--- config.mk ---
export PLATFORM = sky130hd
export DESIGN_NAME = operm_kp_seq
export DESIGN_NICKNAME = d
export VERILOG_FILES = /design/src/rtl/operm_pkg.sv /design/src/rtl/operm_kp_tbl.sv /design/src/rtl/operm_kp_seq.sv
export SDC_FILE = /design/constraint.sdc
export NUM_CORES = 1
export LEC_CHECK = 0
export CAP_MARGIN = 0
export CORE_MARGIN = 4
export CORE_UTILIZATION = 60
export CTS_BUF_LIST = sky130_fd_sc_hd__clkbuf_8
export DETAILED_ROUTE_END_ITERATION = 10
export GPL_TIMING_DRIVEN = 0
export PLACE_DENSITY = 0.8
export SKIP_LAST_GASP = 1
export SLEW_MARGIN = 5
export SYNTH_ARGS = -nofsm -noshare
export SYNTH_HDL_FRONTEND = slang
export SYNTH_SLANG_ARGS = --single-unit
--- constraint.sdc ---
create_clock -name clk -period 4.5 [get_ports clk]
set_input_delay 0.45 -clock clk [delete_from_list [all_inputs] [get_ports clk]]
set_output_delay 0.45 -clock clk [all_outputs]
set_load 0.03 [all_outputs]
--- src/rtl/operm_pkg.sv ---
// -----------------------------------------------------------------------------
// operm_pkg
// Shared definitions for the output-permutation kernel-parameter sequencer.
// It provides:
//   - the default widths and depth used by operm_kp_seq and operm_kp_tbl
//   - the sequencer state encoding (IDLE / FETCH / ISSUE)
//   - the program table entry layout {ctrl, rep}
// -----------------------------------------------------------------------------
package operm_pkg;

    localparam int SELW_DEF  = 3;
    localparam int REPW_DEF  = 8;
    localparam int DEPTH_DEF = 8;
    localparam int AW_DEF    = $clog2(DEPTH_DEF);

    typedef enum logic [1:0] {
        ST_IDLE  = 2'd0,
        ST_FETCH = 2'd1,
        ST_ISSUE = 2'd2
    } state_t;

    // One program step: the select word and how many times it is issued.
    typedef struct packed {
        logic [SELW_DEF-1:0] ctrl;
        logic [REPW_DEF-1:0] rep;
    } kp_entry_t;

endpackage

--- src/rtl/operm_kp_tbl.sv ---
// -----------------------------------------------------------------------------
// operm_kp_tbl
// Program table for the kernel-parameter sequencer. It is a DEPTH x (SELW+REPW)
// register file with one synchronous write port and one asynchronous read port.
// The contents are deliberately not reset.
// Ports:
//   clk               clock
//   we, waddr         write strobe and write address
//   wctrl, wrep       select word and repeat count to store
//   raddr             read address (combinational read)
//   rctrl, rrep       entry at raddr
// -----------------------------------------------------------------------------
module operm_kp_tbl
    import operm_pkg::*;
#(
    parameter int SELW  = SELW_DEF,
    parameter int REPW  = REPW_DEF,
    parameter int DEPTH = DEPTH_DEF,
    parameter int AW    = AW_DEF
) (
    input  logic            clk,
    input  logic            we,
    input  logic [AW-1:0]   waddr,
    input  logic [SELW-1:0] wctrl,
    input  logic [REPW-1:0] wrep,
    input  logic [AW-1:0]   raddr,
    output logic [SELW-1:0] rctrl,
    output logic [REPW-1:0] rrep
);

    logic [SELW-1:0] ctrl_mem [DEPTH];
    logic [REPW-1:0] rep_mem  [DEPTH];

    always_ff @(posedge clk) begin
        if (we) begin
            ctrl_mem[waddr] <= wctrl;
            rep_mem[waddr]  <= wrep;
        end
    end

    assign rctrl = ctrl_mem[raddr];
    assign rrep  = rep_mem[raddr];

endmodule

--- src/rtl/operm_kp_seq.sv ---
// -----------------------------------------------------------------------------
// operm_kp_seq
// Initiator for the kernel-parameter handshake (t_kp_req / t_kp_ack / k_ctrl)
// of the output permutation controller. It plays a programmed list of select
// words, each one a programmed number of times, once or in a loop.
// Ports:
//   clk, reset_n        clock, synchronous active-low reset
//   cfg_we/addr/ctrl/rep table write port (accepted only while idle)
//   cfg_len, cfg_loop   program length (1..DEPTH) and loop flag, taken at start
//   start, stop         begin program / request halt (pulses)
//   t_kp_req, k_ctrl    request and select word (held until accepted)
//   t_kp_ack            responder accept
//   busy, done, err     running flag, end-of-run pulse, illegal-start pulse
// -----------------------------------------------------------------------------
module operm_kp_seq
    import operm_pkg::*;
#(
    parameter int SELW  = SELW_DEF,
    parameter int DEPTH = DEPTH_DEF,
    parameter int AW    = AW_DEF,
    parameter int REPW  = REPW_DEF
) (
    input  logic            clk,
    input  logic            reset_n,
    input  logic            cfg_we,
    input  logic [AW-1:0]   cfg_addr,
    input  logic [SELW-1:0] cfg_ctrl,
    input  logic [REPW-1:0] cfg_rep,
    input  logic [AW:0]     cfg_len,
    input  logic            cfg_loop,
    input  logic            start,
    input  logic            stop,
    output logic            t_kp_req,
    output logic [SELW-1:0] k_ctrl,
    input  logic            t_kp_ack,
    output logic            busy,
    output logic            done,
    output logic            err
);

    localparam logic [AW:0] DEPTH_W = (AW+1)'(DEPTH);

    state_t          state;
    logic [AW-1:0]   ptr;
    logic [REPW-1:0] rem;
    logic [AW:0]     len;
    logic            loop;
    logic            stop_pend;

    logic [AW:0]     ptr_inc;
    logic            has_next;
    logic            advance;
    logic [AW-1:0]   nxt_ptr;
    logic [AW-1:0]   rd_addr;
    logic [SELW-1:0] rd_ctrl;
    logic [REPW-1:0] rd_rep;
    logic            xfer;
    logic            stop_now;
    logic            len_ok;
    logic            end_run;

    // ptr+1 is formed one bit wider so that ptr=DEPTH-1 with len=DEPTH
    // compares correctly instead of wrapping to zero.
    assign ptr_inc  = {1'b0, ptr} + (AW+1)'(1);
    assign has_next = (ptr_inc < len);
    assign advance  = has_next | loop;
    assign nxt_ptr  = has_next ? ptr_inc[AW-1:0] : '0;

    // In ISSUE the table looks one entry ahead so the last transfer of a word
    // can load the next word in the same edge without a bubble.
    assign rd_addr  = (state == ST_ISSUE) ? nxt_ptr : ptr;

    assign xfer     = t_kp_req & t_kp_ack;
    // A stop arriving on the same cycle as a transfer already counts.
    assign stop_now = stop_pend | stop;
    assign len_ok   = (cfg_len != '0) && (cfg_len <= DEPTH_W);

    always_comb begin
        end_run = 1'b0;
        case (state)
            ST_FETCH: end_run = stop_now || ((rd_rep == '0) && !advance);
            ST_ISSUE: end_run = xfer && (stop_now || ((rem <= REPW'(1)) && !advance));
            default:  end_run = 1'b0;
        endcase
    end

    operm_kp_tbl #(
        .SELW  (SELW),
        .REPW  (REPW),
        .DEPTH (DEPTH),
        .AW    (AW)
    ) u_tbl (
        .clk   (clk),
        .we    (cfg_we && (state == ST_IDLE)),
        .waddr (cfg_addr),
        .wctrl (cfg_ctrl),
        .wrep  (cfg_rep),
        .raddr (rd_addr),
        .rctrl (rd_ctrl),
        .rrep  (rd_rep)
    );

    always_ff @(posedge clk) begin
        if (!reset_n) begin
            state     <= ST_IDLE;
            ptr       <= '0;
            rem       <= '0;
            len       <= '0;
            loop      <= 1'b0;
            stop_pend <= 1'b0;
            t_kp_req  <= 1'b0;
            k_ctrl    <= '0;
            busy      <= 1'b0;
            done      <= 1'b0;
            err       <= 1'b0;
        end else begin
            done <= 1'b0;
            err  <= 1'b0;
            if (end_run) begin
                t_kp_req  <= 1'b0;
                busy      <= 1'b0;
                done      <= 1'b1;
                stop_pend <= 1'b0;
                state     <= ST_IDLE;
            end else begin
                case (state)
                    ST_IDLE: begin
                        if (start) begin
                            if (len_ok) begin
                                len       <= cfg_len;
                                loop      <= cfg_loop;
                                ptr       <= '0;
                                rem       <= '0;
                                stop_pend <= 1'b0;
                                busy      <= 1'b1;
                                state     <= ST_FETCH;
                            end else begin
                                err <= 1'b1;
                            end
                        end
                    end
                    ST_FETCH: begin
                        if (rd_rep != '0) begin
                            rem      <= rd_rep;
                            k_ctrl   <= rd_ctrl;
                            t_kp_req <= 1'b1;
                            state    <= ST_ISSUE;
                        end else begin
                            ptr <= nxt_ptr;
                        end
                    end
                    ST_ISSUE: begin
                        if (xfer) begin
                            if (rem > REPW'(1)) begin
                                rem <= rem - REPW'(1);
                            end else begin
                                ptr <= nxt_ptr;
                                if (rd_rep != '0) begin
                                    rem    <= rd_rep;
                                    k_ctrl <= rd_ctrl;
                                end else begin
                                    t_kp_req <= 1'b0;
                                    state    <= ST_FETCH;
                                end
                            end
                        end else if (stop) begin
                            stop_pend <= 1'b1;
                        end
                    end
                    default: state <= ST_IDLE;
                endcase
            end
        end
    end

endmodule

## Word-level counts from Yosys, hierarchy flattened

Memories as Yosys holds them, arrays and structs flattened.
Cells that the tools add are included.

| storage, ports and cells | value |
|---|---|
| register bits | 26 |
| RAM bits | 88 |
| bits of input ports | 25 |
| word-level logic and storage cells | 102 |
| memories | 2 |

| operators by class | value |
|---|---|
| add/sub/neg operators | 2 |
| magnitude comparators | 4 |
| eq/ne operators | 11 |
| mux-type cells | 40 |
| bitwise logic cells | 7 |
| reductions and logical operators | 25 |

Memories:

| memory | words | bits a word | read ports | clocked after memory_dff | write ports | line | RTL |
|---|---|---|---|---|---|---|---|
| u_tbl.rep_mem | 8 | 8 | 1 | 0 | 1 | operm_kp_tbl.sv:32 | `logic [REPW-1:0] rep_mem [DEPTH];` |
| u_tbl.ctrl_mem | 8 | 3 | 1 | 0 | 1 | operm_kp_tbl.sv:31 | `logic [SELW-1:0] ctrl_mem [DEPTH];` |

Operator list:

| cell | number |
|---|---|
| $mux W8 | 5 |
| $mux W3 | 10 |
| $pmux W8 S3 | 1 |
| $ne A2 B2 Y1 const B | 9 |
| $reduce_and A5 Y1 | 3 |
| $mux W1 | 12 |
| $mux W2 | 6 |
| $pmux W3 S3 | 1 |
| $gt A8 B1 Y1 const B | 1 |
| $le A8 B1 Y1 const B | 1 |
| $logic_not A8 Y1 | 1 |
| $reduce_and A4 Y1 | 2 |
| $reduce_bool A8 Y1 | 1 |
| $sub A8 B1 Y8 const B | 1 |
| $reduce_and A7 Y1 | 1 |
| $pmux W1 S2 | 3 |
| $pmux W2 S3 | 1 |
| $pmux W3 S2 | 1 |
| $reduce_and A6 Y1 | 1 |
| $logic_and A1 B1 Y1 | 5 |
| $add A3 B1 Y4 const B | 1 |
| $le A4 B4 Y1 const B | 1 |
| $lt A4 B4 Y1 | 1 |
| $not A1 Y1 | 4 |
| 13 further kinds | 16 |

## Logic depth before layout (Yosys ltp)

Gate-level depths: netlist of run 1.
An unclocked memory read counts as a cell.

| logic depth | value |
|---|---|
| word-level depth | 11 |
| mapped depth | 16 |
| gate-level depth less buffers | 13 |

## Modules after synthesis

Synthesis of run 1 repeated with hierarchy kept, for this count alone.

| unflattened totals | value |
|---|---|
| cells, all modules | 361 |
| area, all modules | 5341.4 sq um |

Modules (own cells, without submodules):

| module | instances | cells an instance | area an instance (sq um) | sequential area each (sq um) |
|---|---|---|---|---|
| operm_kp_tbl | 1 | 139 | 3437.0 | 2642.5 |
| operm_kp_seq | 1 | 222 | 1904.3 | 520.5 |

## Worst setup path after synthesis of run 1

OpenSTA, ideal clock, no wires.

| timing path | value |
|---|---|
| path type | register to register |
| start point | reg ptr[0] |
| end point | reg state[1] |
| setup time | 0.115 ns |
| arrival | 3.395 ns |
| path slack | 0.990 ns |
| cell stages (with the launch flop) | 15 |
| path buffers | 2 |
| cell sequence | dfxtp_1 -> clkbuf_1 -> and3_1 -> ha_1 -> a21oi_2 -> o211ai_2 -> o21a_1 -> buf_4 -> o32ai_1 -> mux2i_1 -> nor4_4 -> o21ai_2 -> o31a_1 -> nand2_2 -> o21ba_1 |

| on the way | value |
|---|---|
| word-level cells in the longest chain between the ends | 10 |
| elaborated cells on any way between the ends | 19 |
| classes of those cells | 1 x add/sub; 1 x order compare; 2 x eq/ne; 3 x mux; 1 x bitwise; 10 x reduce/logical; 1 x memory |

RTL lines:

| what | line | RTL |
|---|---|---|
| start, declared | operm_kp_seq.sv:44 | `logic [AW-1:0] ptr;` |
| start signal, assigned | operm_kp_seq.sv:149 | `ptr <= nxt_ptr;` |
| start signal, assigned | operm_kp_seq.sv:157 | `ptr <= nxt_ptr;` |
| $add A3 B1 Y4 | operm_kp_seq.sv:64 | `assign ptr_inc = {1'b0, ptr} + (AW+1)'(1);` |
| $lt A4 B4 Y1 | operm_kp_seq.sv:65 | `assign has_next = (ptr_inc < len);` |
| $mux W3 | operm_kp_seq.sv:67 | `assign nxt_ptr = has_next ? ptr_inc[AW-1:0] : '0;` |
| $mux W3 | operm_kp_seq.sv:71 | `assign rd_addr = (state == ST_ISSUE) ? nxt_ptr : ptr;` |
| $mem_v2 Z8 W8 | - |  |
| $logic_not A8 Y1 | operm_kp_seq.sv:81 | `ST_FETCH: end_run = stop_now \|\| ((rd_rep == '0) && !advance);` |
| $logic_and A1 B1 Y1 | operm_kp_seq.sv:81 |  |
| $logic_or A1 B1 Y1 | operm_kp_seq.sv:81 |  |
| $pmux W1 S2 | operm_kp_seq.sv:80 | `case (state)` |
| $reduce_or A2 Y1 (no source line) | - |  |
| end signal, assigned | operm_kp_seq.sv:105 | `state <= ST_IDLE;` |
| end signal, assigned | operm_kp_seq.sv:124 | `state <= ST_IDLE;` |
| end signal, assigned | operm_kp_seq.sv:136 | `state <= ST_FETCH;` |
| end, declared | operm_kp_seq.sv:43 | `state_t state;` |

Parallel ways exist; a longest one is shown, timed or not.
A chain may end at the register's enable or synchronous reset.

## Worst setup path after layout of run 1

Ends and elaborated chain as after synthesis.

==> impl_metrics.yaml, run 1 <==
sta:
  tightest_slew_ns: 1.30
  min_period_over_period_pct: 97.7
  setup_viol: 0
  hold_viol_final: 0
  fin_crit_ns: 4.40
  relSlewSlack_pct: 13.0
  max_clock_freq_ghz: 0.227
  setup_slack_ns: 0.104
  rsz0062_at_grt: "true"
  fin_skew_ns: 0.00973
  setup-tns-final_ns: 0
  slew_violations: 0
routing:
  drt_wl_total_um: 15900
  antenna_left: 0
  wl_per_cell_um: 20.0
  drt-vias-per-instance: 6.43
  vias: 5104
  dr.pass1.iters: 6
  first_iter_violations: 690
  post-route-drc-count: 0
setup_path:
  path_max_fanout: 10
  cp.arrival_ns: 4.74
  reg2reg_depth: 14
  cp_num_buf_inv: 2
  r2r_slack_ns: 0.10
  cp.required_ns: 4.85
  slowest_stage: "dfxtp_1"
  end_kind: "flip-flop"
  crit_type: "flip-flop to flip-flop"
  critical_path.startpoint: "ptr[0]$_SDFFE_PN0P_"
  reg2reg_from: "ptr[0]$_SDFFE_PN0P_"
  r2r_end: "state[1]$_SDFFE_PP0P_"
  cp_cell_sequence: "clkbuf_2 > and3_1 > ha_1 > a21oi_2 > o211ai_2 > o21a_1 > buf_4 > o32ai_1 > mux2i_1 > nor4_4 > o21ai_2 > o31a_1 > nand2_2 > o21ba_1"
  critPathLaunchType: "flip-flop"
  cpPeakStageDelay_ns: 0.46
  path_delay_family: "compound AO/OA/AOI/OAI gates"
clock_network:
  root_buffer: "clkbuf_8"
  htree_num_levels: 4
  numCtsBuffers: 17
  path_clk_slew_ns: 0.08
  cts_hold_buf: 0
  clock_latency_ns: 0.45
  cts_sinks: 114
  cts_max_path_buffers: 2
  tritoncts: "done"
place:
  place_area_um2: 6600
  portBuffers: 31
  hpwl_um: 10800
  gp_congestion: 0.908
  pre_cts_ws_ns: 0.0600
min_path:
  hold_end: "busy$_SDFFE_PP0P_"
  holdCritStartpoint: "busy$_SDFFE_PP0P_"
  min_path_type: "flip-flop to flip-flop"
  min_path_cells: 2
synth:
  synth-seq-cells: 114
  avgSynthCellArea_um2: 10.2
  synth_ff_type: "edfxtp_1"
  synth_area_um2: 6070
  synth_edf_count: 88
  synthArstFlopShare_pct: 0
  yosys_warnings: 0
  syn_nets: 630
  ys_seq_area_share_pct: 52.1
  synth_cells: 595
  synth.distinct_cells: 59
grt:
  grtUsageTotal_pct: 29.1
  grt_pass1_vias: 4921
  grt_overflow: 0
  grt_pass1_wl_um: 25700
  grt_max_degree: 17
  antenna_found_initial: 0
die:
  fp.dieH_um: 109
  core.rowCount: 36
  io_pins: 32
  die-area_um2: 11800
  initial_core_util_pct: 61.8
  die_w_um: 109
  coreArea_um2: 9820
finish:
  nFillCells: 754
  layout-drive-gt1-share_pct: 10.7
  area_growth_pct: 15.2
  final_nets: 683
  design_area_um2: 6990
  utilization_pct: 71.2
  diodes: 0
run_status:
  status: "complete, no violations"
pwr:
  p_leak_nw: 2.48
  powerDensity_nw_per_um2: 443
  p_total_w: 0.00310
  ir_drop_mv: 0.454
flow_run:
  maxCapViolations: 0
[cells in the mapped netlist (9+ instances only)]
master | n | share of area [%]
o32ai_1 | 9 | 1.3
dfxtp_1 | 26 | 8.6
edfxtp_1 | 88 | 44
a21oi_1 | 10 | 0.82
clkbuf_1 | 20 | 1.2
o22ai_1 | 13 | 1.3
mux2i_1 | 56 | 9.2
inv_1 | 11 | 0.68
nand2_1 | 94 | 5.8
nand3_1 | 32 | 2.6
nor3_1 | 19 | 1.6
ha_1 | 10 | 2.1
nor2_1 | 68 | 4.2
o21ai_0 | 29 | 2.4
[cell type report]
type	instances	area, um2	share of cell area, %
Inverter	13	48.8	0.698
Timing Repair Buffer	34	344	4.92
Multi-Input combinational cell	436	2730	39.0
Clock inverter	15	160	2.29
Buffer	32	149	2.13
Sequential cell	114	3160	45.2
Clock buffer	17	234	3.35
Tap cell	133	166	2.38
[what timing repair did]
item,CTS,global route
setup buffers,0,0
hold endpoints to repair,0,0
endpoints found under the setup margin,1,8
resized for setup,1,1
[metrics by stage]
| stage | instances | hold WS (ns) |
|---|---|---|
| after floorplan | 595 | 0.461 |
| after CTS | 794 | 0.478 |
| after detailed placement | 762 | 0.461 |
| after global placement | 759 | 0.452 |
| after global routing | 794 | 0.499 |
| final | 794 | 0.469 |
[where the power goes]
| group | switching, W | internal (W) | leakage (nW) |
|---|---|---|---|
| Clock | 0.000459 | 0.000495 | 0.188 |
| Sequential | 0.0000395 | 0.00121 | 1.01 |
| Combinational | 0.000572 | 0.000324 | 1.29 |
| Total | 0.00107 | 0.00203 | 2.48 |
[sequential cells by signal, summed over array words and instances, names as in the netlist]
| signal | cells |
|---|---|
| busy | 1 |
| done | 1 |
| err | 1 |
| k_ctrl | 3 |
| len | 4 |
| loop | 1 |
| ptr | 3 |
| rem | 8 |
| state | 2 |
| stop_pend | 1 |
| t_kp_req | 1 |
| u_tbl.ctrl_mem | 24 |
| u_tbl.rep_mem | 64 |
[routing by layer]
metal | track usage, % | vias to the layer above | share of wire [%]
met1 | 37.1 | 2404 | 39
met2 | 47.0 | 306 | 48
met5 | 0 | - | 0
li1 | - | 2332 | -
met3 | 7.64 | 62 | 10
met4 | 12.2 | 0 | 3.0
[how the worst max path moves through the flow]
| stage | cells after the start | slack [ns] | endpoint |
|---|---|---|---|
| after floorplan | 14 | 0.99 | state[1]$_SDFFE_PP0P_ |
| after global routing | 14 | -0.07 | rem[7]$_SDFFE_PN0P_ |
| after global placement | 14 | 0.18 | state[1]$_SDFFE_PP0P_ |
| final | 14 | 0.10 | state[1]$_SDFFE_PP0P_ |
| after detailed placement | 15 | 0.06 | k_ctrl[2]$_SDFFE_PN0P_ |
| after CTS | 15 | 0.16 | k_ctrl[2]$_SDFFE_PN0P_ |
[kinds of logic (layout without fill, tap and decap cells)]
group,Yosys count,count (layout),share of synthesized area [%]
xor+xnor,4,4,0.577
simple gates,236,236,17.0
flops,114,114,52.1
compound gates,126,126,15.1
fa+ha+maj,10,10,2.06
buf+inv,45,111,3.24
mux,60,60,9.98
[layout by cell type, fill, tap and decap left out, types with 4 or more instances in the layout]
master,instances
buf_4,5
nand3_1,32
nor2_1,68
clkbuf_8,17
ha_1,10
nand2_1,94
a31o_2,5
o211ai_1,7
o21ai_0,29
nor3_1,16
inv_1,11
a21oi_1,10
o22ai_1,13
clkdlybuf4s50_1,31
o221ai_1,8
buf_2,7
nand2b_1,4
mux2i_1,56
o32ai_1,9
clkinv_1,4
and3_1,5
a31oi_1,5
edfxtp_1,88
dfxtp_1,26
clkbuf_1,19
clkinv_4,5
mux2_2,4
[worst min-delay path: cells and delay by family (launching register included)]
kind,cells,cell delay (ns)
flip-flops,1,0.33
AND/OR/NAND/NOR,2,0.11
Note: power is estimated with default switching activity, not from simulation.
==> run 2, diff against run 1 <==
--- a/config.mk
+++ b/config.mk
@@ -12,6 +12,7 @@
 export DETAILED_ROUTE_END_ITERATION = 10
 export GPL_TIMING_DRIVEN = 0
 export PLACE_DENSITY = 0.8
+export REMOVE_ABC_BUFFERS = 1
 export SKIP_LAST_GASP = 1
 export SLEW_MARGIN = 5
 export SYNTH_ARGS = -nofsm -noshare
==> impl_metrics.yaml, run 2 (synthesized netlist as in run 1, its figures left out) <==
finish:
  final_nets: 655
  utilization_pct: 71.5
  layout-drive-gt1-share_pct: 11.2
  instances_no_fill: 766
  final_common_cell: "nand2_1"
  reg_top3: "u_tbl.rep_mem: 64 flops, u_tbl.ctrl_mem: 24 flops, rem: 8 flops"
  layout_common_cells: "93 x nand2_1, 88 x edfxtp_1, 68 x nor2_1, 54 x mux2i_1, 32 x nand3_1"
  area_growth_pct: 15.7
  largest-register: "u_tbl.rep_mem"
  diodes: 0
  largest_reg_flops: 64
sta:
  min_period_over_period_pct: 95.7
  setup_viol: 0
  slew_violations: 0
  setup_slack_ns: 0.193
  tightest_slew_ns: 1.24
  fin_skew_ns: 0.0107
  relSlewSlack_pct: 17.0
  hold_viol_final: 0
  setup-tns-final_ns: 0
  max_clock_freq_ghz: 0.232
  fin_crit_ns: 4.31
place:
  pre_cts_ws_ns: -0.911
  gp_congestion: 0.953
  portBuffers: 31
  dp_cells: 733
  hpwl_um: 9480
grt:
  grt_pass1_wl_um: 23200
  grtUsageTotal_pct: 25.9
  grt_max_degree: 69
  antenna_found_initial: 0
  grt_pass1_vias: 4766
  grt_overflow: 0
clock_network:
  cts_max_path_buffers: 2
  root_buffer: "clkbuf_8"
  htree_num_levels: 4
  cts_sinks: 114
  cts_hold_buf: 0
  post-cts-setup-buffer-count: 0
  tritoncts: "done"
  numCtsBuffers: 17
  clock_latency_ns: 0.44
  path_clk_slew_ns: 0.07
die:
  fp.dieH_um: 109
  die-area_um2: 11800
  core.rowCount: 36
  coreArea_um2: 9820
  die_w_um: 109
  io_pins: 32
  initial_core_util_pct: 61.8
min_path:
  holdCritStartpoint: "busy$_SDFFE_PP0P_"
  hold_end: "busy$_SDFFE_PP0P_"
  min_path_type: "flip-flop to flip-flop"
  min_path_cells: 2
setup_path:
  path_max_fanout: 17
  reg2reg_from: "ptr[0]$_SDFFE_PN0P_"
  cp.arrival_ns: 4.64
  slowest_stage: "o211a_2"
  crit_type: "flip-flop to flip-flop"
  cp_cell_sequence: "ha_1 > ha_1 > o211ai_2 > o211a_2 > nor2_1 > o22ai_1 > nor3_1 > a32o_1 > or2_1 > a31oi_4 > o21ai_0 > a32o_1"
  cp.required_ns: 4.83
  reg2reg_depth: 12
  cpPeakStageDelay_ns: 0.63
  cp_num_buf_inv: 0
  path_delay_family: "compound AO/OA/AOI/OAI gates"
  end_kind: "flip-flop"
  r2r_slack_ns: 0.19
  r2r_end: "rem[4]$_SDFFE_PN0P_"
  critPathLaunchType: "flip-flop"
routing:
  dr.pass1.iters: 6
  vias: 4976
  drt_wl_total_um: 14800
  first_iter_violations: 616
  antenna_left: 0
  drt-vias-per-instance: 6.50
  post-route-drc-count: 0
  wl_per_cell_um: 19.3
run_status:
  status: "complete, no violations"
pwr:
  p_leak_nw: 2.46
  powerDensity_nw_per_um2: 456
  ir_drop_mv: 0.308
flow_run:
  maxCapViolations: 0
run 2: worst reg2reg max path, cell delays in order (launching register included):
cell and delay, ns:
dfxtp_2 0.52, ha_1 0.35, ha_1 0.32, o211ai_2 0.42
o211a_2 0.63, nor2_1 0.08, o22ai_1 0.30, nor3_1 0.12
a32o_1 0.26, or2_1 0.27, a31oi_4 0.45, o21ai_0 0.18
a32o_1 0.29
run 2: report_power, final:
part / switching, W / leakage [nW] / internal [W]
Clock: 0.000413 / 0.224 / 0.000654
Combinational: 0.000563 / 1.22 / 0.000321
Sequential: 0.0000428 / 1.01 / 0.00121
Total: 0.00102 / 2.46 / 0.00218
run 2: how the worst max path moves through the flow:
stage	from	end	cells after the start	slack, ns
2_1_floorplan	state[0]$_SDFFE_PP0P_	rem[4]$_SDFFE_PN0P_	11	-0.69
3_3_place_gp	state[0]$_SDFFE_PP0P_	rem[4]$_SDFFE_PN0P_	11	-2.72
3_5_place_dp	state[0]$_SDFFE_PP0P_	rem[4]$_SDFFE_PN0P_	12	-0.91
4_1_cts	ptr[0]$_SDFFE_PN0P_	len[3]$_SDFFE_PN0P_	13	0.003
5_1_grt	ptr[0]$_SDFFE_PN0P_	k_ctrl[0]$_SDFFE_PN0P_	12	-0.02
6_report	ptr[0]$_SDFFE_PN0P_	rem[4]$_SDFFE_PN0P_	12	0.19
run 2: routing by layer:
metal / part of all wire (%) / global-route usage [%] / vias to the layer above
li1: - / - / 2275
met1: 39 / 31.6 / 2377
met2: 48 / 41.4 / 282
met3: 9.5 / 8.06 / 42
met4: 2.9 / 13.0 / 0
met5: 0 / 0 / -
run 2: layout make-up:
cell class,count,area (um2)
clock buffer,17,234
clock inverter,15,215
fill,683,2800
inverter,13,50.0
multi-input combinational,437,2800
sequential,114,3160
tap,133,166
timing repair buffer,37,392
run 2: metrics by stage:
stage	area (um2)	hold WS [ns]	total power [W]
finish	7020	0.481	0.00320
global route	7020	0.538	0.00334
CTS	6980	0.481	0.00318
detailed placement	6500	0.464	0.00210
global placement	6400	0.453	0.00207
floorplan	5920	0.461	0.00186
run 2: timing repair:
action | CTS | global route
gates resized for setup | 8 | 5
endpoints found under the hold margin | 0 | 0
setup endpoints to repair | 26 | 25
pin swaps | 0 | 0
gates cloned | 0 | 1
==> run 3, diff against run 2 <==
--- a/config.mk
+++ b/config.mk
@@ -6,7 +6,6 @@
 export NUM_CORES = 1
 export LEC_CHECK = 0
 export CAP_MARGIN = 0
-export CORE_MARGIN = 4
 export CORE_UTILIZATION = 60
 export CTS_BUF_LIST = sky130_fd_sc_hd__clkbuf_8
 export DETAILED_ROUTE_END_ITERATION = 10
==> impl_metrics.yaml, run 3 (synthesized netlist as in run 1, its figures left out) <==
run_status:
  status: "complete, no violations"
finish:
  largest_reg_flops: 64
  largest-register: "u_tbl.rep_mem"
  instances_no_fill: 765
  reg_top3: "u_tbl.rep_mem: 64 flops, u_tbl.ctrl_mem: 24 flops, rem: 8 flops"
  final_common_cell: "nand2_1"
  utilization_pct: 71.2
  design_area_um2: 6960
  diodes: 0
  nFillCells: 690
  final_nets: 654
  layout-drive-gt1-share_pct: 10.9
  layout_common_cells: "93 x nand2_1, 88 x edfxtp_1, 68 x nor2_1, 55 x mux2i_1, 32 x nand3_1"
  area_growth_pct: 14.6
sta:
  rsz0062_at_grt: "false"
  hold_viol_final: 0
  tightest_slew_ns: 1.21
  relSlewSlack_pct: 19.3
  setup_viol: 0
  min_period_over_period_pct: 95.9
  fin_skew_ns: 0.0109
  max_clock_freq_ghz: 0.232
  fin_crit_ns: 4.32
  slew_violations: 0
place:
  place_area_um2: 6500
  dp_cells: 733
  hpwl_um: 9210
  portBuffers: 31
  gp_congestion: 0.872
grt:
  antenna_found_initial: 0
  grtUsageTotal_pct: 28.3
  grt_pass1_vias: 4534
  grt_pass1_wl_um: 21800
  grt_overflow: 0
  grt_max_degree: 47
routing:
  post-route-drc-count: 0
  dr.pass1.iters: 5
  vias: 4847
  drt_wl_total_um: 14100
  wl_per_cell_um: 18.4
  drt-vias-per-instance: 6.34
  first_iter_violations: 537
  antenna_left: 0
flow_run:
  maxCapViolations: 0
die:
  core.rowCount: 36
  initial_core_util_pct: 62.1
  die-area_um2: 10500
  coreArea_um2: 9770
  io_pins: 32
  fp.dieH_um: 103
  die_w_um: 103
setup_path:
  cp_num_buf_inv: 0
  path_delay_family: "compound AO/OA/AOI/OAI gates"
  crit_type: "flip-flop to flip-flop"
  cpPeakStageDelay_ns: 0.58
  end_kind: "flip-flop"
  cp_cell_sequence: "ha_1 > ha_1 > o211ai_2 > o211a_4 > a22o_2 > mux2i_1 > nor4_4 > o21a_1 > a21oi_2 > nor2_1 > a31o_2"
  slowest_stage: "o211a_4"
  cp.required_ns: 4.84
  crit_top_cell: "ha_1"
  cp.arrival_ns: 4.65
  critPathLaunchType: "flip-flop"
  path_max_fanout: 34
pwr:
  p_total_w: 0.00313
  p_leak_nw: 2.44
  ir_drop_mv: 0.410
  powerDensity_nw_per_um2: 450
min_path:
  min_path_type: "flip-flop to flip-flop"
clock_network:
  cts_sinks: 114
  cts_max_path_buffers: 2
  root_buffer: "clkbuf_8"
  path_clk_slew_ns: 0.07
  htree_num_levels: 4
  clock_latency_ns: 0.44
  cts_hold_buf: 0
  tritoncts: "done"
  numCtsBuffers: 17
run 3: cell types whose count changed in the layout (fill, tap and decap cells not counted), sizes merged:
cell / previous run / this run
o211a: 3 / 2
bufinv: 5 / 4
clkinv: 11 / 9
inv: 11 / 14
run 3: layout make-up:
type / instances / area, um2 / share of cell area, %
Clock buffer: 17 / 234 / 3.36
Multi-Input combinational cell: 436 / 2760 / 39.7
Tap cell: 133 / 166 / 2.39
Sequential cell: 114 / 3160 / 45.5
Clock inverter: 15 / 190 / 2.73
Timing Repair Buffer: 37 / 392 / 5.63
Inverter: 13 / 50.0 / 0.720
run 3: power breakdown:
| part | internal [W] | switching, W |
|---|---|---|
| clock | 0.000599 | 0.000421 |
| sequential | 0.00121 | 0.0000414 |
| combinational | 0.000316 | 0.000548 |
run 3: timing repair:
| action | CTS | global route |
|---|---|---|
| cloned | 0 | 0 |
| buffers inserted | 0 | 0 |
| hold endpoints to repair | 0 | 0 |
| resized for setup | 6 | 3 |
| endpoints found under the setup margin | 26 | 23 |
run 3: worst reg2reg max path, cell delays in order (launching register included):
cell and delay, ns:
dfxtp_2 0.50, ha_1 0.33, ha_1 0.31, o211ai_2 0.28
o211a_4 0.58, a22o_2 0.50, mux2i_1 0.58, nor4_4 0.15
o21a_1 0.23, a21oi_2 0.43, nor2_1 0.11, a31o_2 0.22
run 3: worst paths after layout:
path	from	endpoint	slack, ns	cells after the start
setup / recovery	ptr[0]$_SDFFE_PN0P_	len[0]$_SDFFE_PN0P_	0.18	11
hold / removal	rem[7]$_SDFFE_PN0P_	rem[7]$_SDFFE_PN0P_	0.50	2
setup reg to reg	ptr[0]$_SDFFE_PN0P_	len[0]$_SDFFE_PN0P_	0.18	11
hold reg to reg	rem[7]$_SDFFE_PN0P_	rem[7]$_SDFFE_PN0P_	0.50	2
run 3: stage by stage:
step | TNS, ns | hold WS (ns) | setup slack (ns)
global placement | -64.55 | 0.451 | -2.68
finish | 0 | 0.495 | 0.183
detailed placement | -14.46 | 0.459 | -0.752
floorplan | -11.09 | 0.461 | -0.689
global route | 0 | 0.522 | 0.0197
CTS | 0 | 0.496 | 0.00339
run 3: layer usage:
metal	GRT usage, %	routed length, um
met1	34.3	5790
met2	47.2	7060
met3	8.20	1020
met4	12.3	211
met5	0	0
